==> src/rtl/in_port_pkg.sv <==
// +----------------------------------------------------------------------+
// | in_port_pkg : shared types and constants for the IN-port sequencer   |
// | Rev 1.0                                                              |
// +----------------------------------------------------------------------+
`default_nettype none

package in_port_pkg;

  localparam int DATA_W = 8;
  localparam logic [DATA_W-1:0] TIMEOUT_FILL = 8'hFF;

  typedef enum logic [1:0] {
    ST_IDLE    = 2'd0,
    ST_WAIT    = 2'd1,
    ST_DELIVER = 2'd2
  } state_e;

endpackage

`default_nettype wire

==> src/rtl/in_fifo.sv <==
// +----------------------------------------------------------------------+
// | in_fifo : synchronous byte FIFO with occupancy count and flags       |
// | Rev 1.0                                                              |
// +----------------------------------------------------------------------+
`default_nettype none

module in_fifo
  import in_port_pkg::*;
#(
  parameter int DEPTH = 4
) (
  input  logic                    clk,
  input  logic                    rst_n,
  input  logic                    push,
  input  logic                    pop,
  input  logic [DATA_W-1:0]       push_data,
  output logic [DATA_W-1:0]       head,
  output logic [$clog2(DEPTH):0]  count,
  output logic                    full,
  output logic                    empty
);

  localparam int c_aw = $clog2(DEPTH);
  localparam logic [c_aw:0] c_full_count = (c_aw + 1)'(DEPTH);

  logic [DATA_W-1:0] r_mem [DEPTH];
  logic [c_aw-1:0]   r_wr_ptr;
  logic [c_aw-1:0]   r_rd_ptr;
  logic [c_aw:0]     r_count;
  logic              w_push;
  logic              w_pop;

  assign full   = (r_count == c_full_count);
  assign empty  = (r_count == '0);
  assign count  = r_count;
  assign head   = r_mem[r_rd_ptr];
  assign w_push = push && !full;
  assign w_pop  = pop && !empty;

  // Storage carries no reset; only pointers and count define validity.
  always_ff @(posedge clk) begin
    if (w_push) r_mem[r_wr_ptr] <= push_data;
  end

  always_ff @(posedge clk or negedge rst_n) begin
    if (!rst_n) begin
      r_wr_ptr <= '0;
      r_rd_ptr <= '0;
      r_count  <= '0;
    end else begin
      if (w_push) r_wr_ptr <= r_wr_ptr + 1'b1;
      if (w_pop)  r_rd_ptr <= r_rd_ptr + 1'b1;
      case ({w_push, w_pop})
        2'b10:   r_count <= r_count + 1'b1;
        2'b01:   r_count <= r_count - 1'b1;
        default: r_count <= r_count;
      endcase
    end
  end

endmodule

`default_nettype wire

==> src/rtl/in_port_ctrl.sv <==
// +----------------------------------------------------------------------+
// | in_port_ctrl : IN-instruction sequencer for the execute input mux    |
// | Optional WAIT timeout enabled by macro IN_PORT_TIMEOUT_EN.           |
// | Rev 1.0                                                              |
// +----------------------------------------------------------------------+
`default_nettype none

module in_port_ctrl
  import in_port_pkg::*;
#(
  parameter int DEPTH   = 4,
  parameter int TIMEOUT = 255
) (
  input  logic                    clk,
  input  logic                    rst_n,
  input  logic [DATA_W-1:0]       ext_data,
  input  logic                    ext_valid,
  output logic                    ext_ready,
  input  logic                    in_req,
  output logic                    ie,
  output logic [DATA_W-1:0]       data_in,
  output logic                    in_ack,
  output logic                    stall,
  output logic [$clog2(DEPTH):0]  fifo_count,
  output logic                    timeout_err
);

  state_e            r_state;
  state_e            w_next;
  logic              w_pop;
  logic              w_fill;
  logic              w_full;
  logic              w_empty;
  logic [DATA_W-1:0] w_head;
  logic [DATA_W-1:0] r_data_in;

  in_fifo #(.DEPTH(DEPTH)) u_fifo (
    .clk       (clk),
    .rst_n     (rst_n),
    .push      (ext_valid && ext_ready),
    .pop       (w_pop),
    .push_data (ext_data),
    .head      (w_head),
    .count     (fifo_count),
    .full      (w_full),
    .empty     (w_empty)
  );

  assign ext_ready = !w_full;

`ifdef IN_PORT_TIMEOUT_EN
  localparam int c_tw = (TIMEOUT > 1) ? $clog2(TIMEOUT) : 1;
  localparam logic [c_tw-1:0] c_wait_last = c_tw'(TIMEOUT - 1);

  logic [c_tw-1:0] r_wait_cnt;
  logic            r_timed_out;
  logic            w_expired;

  assign w_expired = (r_wait_cnt == c_wait_last);

  // Held at zero outside WAIT, so it always starts from zero on entry.
  always_ff @(posedge clk or negedge rst_n) begin
    if (!rst_n) begin
      r_wait_cnt  <= '0;
      r_timed_out <= 1'b0;
    end else begin
      r_wait_cnt  <= (r_state == ST_WAIT) ? r_wait_cnt + 1'b1 : '0;
      r_timed_out <= w_fill;
    end
  end

  assign timeout_err = r_timed_out;
`else
  logic w_expired;
  assign w_expired   = 1'b0;
  // TIMEOUT has no effect in this build; the expression is constant zero.
  assign timeout_err = (TIMEOUT < 0);
`endif

  always_comb begin
    w_next = r_state;
    w_pop  = 1'b0;
    w_fill = 1'b0;
    case (r_state)
      ST_IDLE: begin
        if (in_req) begin
          if (!w_empty) begin
            w_pop  = 1'b1;
            w_next = ST_DELIVER;
          end else begin
            w_next = ST_WAIT;
          end
        end
      end
      ST_WAIT: begin
        if (!w_empty) begin
          w_pop  = 1'b1;
          w_next = ST_DELIVER;
        end else if (w_expired) begin
          w_fill = 1'b1;
          w_next = ST_DELIVER;
        end
      end
      ST_DELIVER: w_next = ST_IDLE;
      default:    w_next = ST_IDLE;
    endcase
  end

  always_ff @(posedge clk or negedge rst_n) begin
    if (!rst_n) begin
      r_state   <= ST_IDLE;
      r_data_in <= '0;
    end else begin
      r_state <= w_next;
      if (w_pop)       r_data_in <= w_head;
      else if (w_fill) r_data_in <= TIMEOUT_FILL;
    end
  end

  assign data_in = r_data_in;
  assign ie      = (r_state == ST_DELIVER);
  assign in_ack  = (r_state == ST_DELIVER);
  // Gated by rst_n so a held in_req cannot stall the pipeline during reset.
  assign stall   = rst_n && (((r_state == ST_IDLE) && in_req) || (r_state == ST_WAIT));

endmodule

`default_nettype wire

==> config.mk <==
export PLATFORM = sky130hd
export DESIGN_NAME = in_port_ctrl
export DESIGN_NICKNAME = d
export VERILOG_FILES = /design/src/rtl/in_port_pkg.sv /design/src/rtl/in_fifo.sv /design/src/rtl/in_port_ctrl.sv
export SDC_FILE = /design/constraint.sdc
export NUM_CORES = 1
export LEC_CHECK = 0
export BUFFER_PORTS_ARGS = -buffer_cell sky130_fd_sc_hd__buf_4
export CAP_MARGIN = 20
export CELL_PAD_IN_SITES_DETAIL_PLACEMENT = 1
export CELL_PAD_IN_SITES_GLOBAL_PLACEMENT = 2
export CORE_MARGIN = 2
export CORE_UTILIZATION = 41
export DETAILED_ROUTE_END_ITERATION = 6
export HOLD_SLACK_MARGIN = 0.1
export MAX_ROUTING_LAYER = met4
export PLACE_DENSITY = 0.88
export REMOVE_ABC_BUFFERS = 1
export SYNTH_ARGS = -nofsm -noshare
export SYNTH_HDL_FRONTEND = slang
export SYNTH_SLANG_ARGS = --single-unit
export TNS_END_PERCENT = 20
==> constraint.sdc <==
create_clock -name clk -period 2.41 [get_ports clk]
set_input_delay 0.482 -clock clk [delete_from_list [all_inputs] [get_ports clk]]
set_output_delay 0.482 -clock clk [all_outputs]
set_load 0.05 [all_outputs]
==> run_results.csv <==
group,metric,value,unit
outcome,status,"completed",
die,rows,25,
routing,final_antenna_net_count,0,
yosys,synth_top_area_share,48.7,%
pwr,leakagePower,0.943,nW
setup_path,slowest_stage,"dfrtp_1",
yosys,ys_warn_count,0,
setup_path,worstSetupPathType,"reg -> reg",
setup_path,crit_path_end_kind,"flop",
routing,vias,994,
grt,grt_pass1_vias,1107,
run,cap_violations,0,
clock_network,cts_made_buffers,5,
setup_path,cp_num_buf_inv,2,
grt,grtUsageTotal,15.8,%
pwr,pwr-share-seq,41.0,%
die,die_area,5380,um^2
clock_network,postCtsSetupBuffers,0,
placement,dp_cells,184,
layout,seq_area,1390,um^2
setup_path,r2r_slack,170,ps
pwr,swShare,38.9,%
layout,final_nets,156,
layout,fill_cells,452,
setup_path,path_delay_family,"simple AND/OR/NAND/NOR gates",
setup_path,max_stage_delay,460,ps
timing,rsz0062_at_grt,"false",
die,core_area,4690,um^2
grt,grt_max_degree,19,
layout,antennaDiodeCount,0,
setup_path,cp.required,2650,ps
pwr,pwr-share-clk,17.9,%
die,io_pins,28,
grt,grt_first_pass_wirelength,5.80,mm
routing,vias_per_cell,5.15,
pwr,internal_power,2.05,mW
clock_network,cts_sinks,49,
clock_network,cts-root-buf,"clkbuf_8",
placement,place_congestion,0.727,
yosys,ys_types,24,
pwr,combPwrFrac,41.1,%
pwr,switching_power,1.30,mW
clock_network,clk_pin_slew,100,ps
routing,remaining_drc_errors,0,
timing,final_hold_viol_count,0,
clock_network,cts_buffer_depth,2,
placement,io_buffers,26,
pwr,worst_ir_drop_vdd,0.000438,V
yosys,yosysTopAreaCell,"edfxtp_1",
timing,fmax,446,MHz
layout,layout_common_cells,"32 x edfxtp_1, 28 x buf_4, 17 x dfrtp_1, 8 x mux4_2, 8 x mux2_2",
setup_path,crit_fanout,6,
layout,area_growth,19.2,%
die,start_util,42.1,%
timing,drv_slew,0,
setup_path,cp_cell_sequence,"or3b_4 > and2_4 > inv_1 > ha_1 > inv_1 > fa_1 > xor2_1 > nor2_1 > xor2_1",
timing,setup_ws,170,ps
yosys,syn_area,1970,um^2
clock_network,clk_latency,310,ps
timing,fin_crit_sh,92.9,%
yosys,yosys_register_bits,49,
routing,drt-total-wl,3.63,mm
yosys,synthCells,106,
setup_path,arrival,2470,ps
pwr,power.density,1430,nW/um^2
routing,drt_first_pass_iters,4,
placement,post-place-ws,185,ps
setup_path,start_kind,"flop",
layout,drive_gt1_share,43.2,%
placement,dp_hpwl,2.55,mm
yosys,synthTopCellsByArea,"edfxtp_1 49%, dfrtp_1 22%, mux4_2 9.1%",
die,die_y,73.4,um
die,die_w,73.4,um
min_path,hold_class,"in -> reg",
timing,max_slew_margin,58.2,%
timing,setup_viol,0,
timing,period_needed,2240,ps
layout,mostFrequentLayoutCell,"edfxtp_1",
timing,finalClockSkew,12.0,ps
layout,multi_input_area,534,um^2
routing,drtIter0Drc,48,
layout,fin_cells,193,
clock_network,cts_tree,"done",
yosys,ys_seq_area_share,70.3,%
timing,tightestPinTransition,627,ps
grt,overflow,0,
clock_network,htreeDepth,2,
routing,wl_per_cell,18.8,um
grt,antenna_found_initial,0,
yosys,avgSynthCellArea,18.6,um^2
flip-flops by register name, indices dropped and copies added, names as in the netlist:
name and cells:
u_fifo.r_wr_ptr 2, r_state 2, u_fifo.r_mem 32, u_fifo.r_rd_ptr 2, data_in 8, u_fifo.count 3
path summary, 6_finish.rpt:
kind,from,to,depth (start not counted)
max,u_fifo.count[0]$_DFFE_PN0P_,u_fifo.count[2]$_DFFE_PN0P_,9
min,ext_data[5],u_fifo.r_mem[2][5]$_DFFE_PP_,1
max reg2reg,u_fifo.count[0]$_DFFE_PN0P_,u_fifo.count[2]$_DFFE_PN0P_,9
min reg2reg,data_in[7]$_DFFE_PN0N_,data_in[7]$_DFFE_PN0N_,1
max in group asynchronous,rst_n,data_in[0]$_DFFE_PN0N_,2
min in group asynchronous,rst_n,data_in[1]$_DFFE_PN0N_,2
cell type report:
type | count | share of cell area, %
clock buffer | 5 | 2.93
clock inverter | 3 | 2.02
inverter | 7 | 1.12
multi-input combinational | 46 | 22.7
sequential | 49 | 59.0
tap | 54 | 2.87
timing repair buffer | 29 | 9.37
synthesized netlist by cell type:
| cell | n |
|---|---|
| and3_2 | 4 |
| nor2_1 | 3 |
| mux2_2 | 8 |
| buf_4 | 3 |
| o21bai_1 | 1 |
| mux2_4 | 1 |
| nor3b_1 | 1 |
| nor3_1 | 1 |
| conb_1 | 1 |
| fa_1 | 1 |
| edfxtp_1 | 32 |
| inv_1 | 7 |
| xnor2_1 | 2 |
| xor2_1 | 4 |
| nor2b_1 | 1 |
| dfrtp_1 | 17 |
| ha_1 | 5 |
| nor4_1 | 1 |
| mux2i_1 | 1 |
| or3b_4 | 1 |
| and2_4 | 1 |
| nor2_2 | 1 |
| buf_1 | 1 |
| mux4_2 | 8 |
power groups by stage:
stage	clock [mW]	combinational, mW	sequential [mW]
after floorplan	0	0.666	1.66
after global placement	0	1.33	1.37
after detailed placement	0	1.40	1.40
after CTS	0.608	1.40	1.38
after global routing	0.646	1.47	1.41
final	0.602	1.38	1.38
cell families after synthesis:
kind of cell,count (synthesis),synth area share [%]
multiplexers,18,15.0
flip-flops,49,70.3
adder cells (fa/ha/maj),6,4.19
other,1,0.190
XOR/XNOR,6,2.66
buffers and inverters,11,2.66
AND/OR/NAND/NOR,14,4.69
AO/OA/AOI/OAI,1,0.381
metrics by stage:
step | hold slack [ps] | instance area (um^2) | util [%] | TNS, ps | power [mW]
floorplan | 186 | 1950 | - | -94.6 | 2.33
global placement | 369 | 2220 | 47.4 | 0 | 2.70
detailed placement | 373 | 2220 | 47.4 | 0 | 2.80
CTS | 366 | 2350 | 50.1 | 0 | 3.39
global route | 362 | 2350 | 50.1 | 0 | 3.53
finish | 369 | 2350 | 50.1 | 0 | 3.35
worst register-to-register path: stages, from the launching register on:
cell and delay (ps):
dfrtp_1 460, or3b_4 430, and2_4 190, inv_1 60, ha_1 170, inv_1 70, fa_1 380, xor2_1 150
nor2_1 110, xor2_1 150
layer usage:
layer	GRT usage, %	up-vias	part of all wire [%]
met2	25.9	21	51
met4	7.27	0	1.6
met5	-	-	0
li1	-	451	-
met3	3.16	5	2.6
met1	18.8	517	45
timing repair:
action                    CTS  global route
resized for setup           0             0
hold buffers                1             0
hold endpoints to repair   17             0
Power figures use the tool's default switching activity.
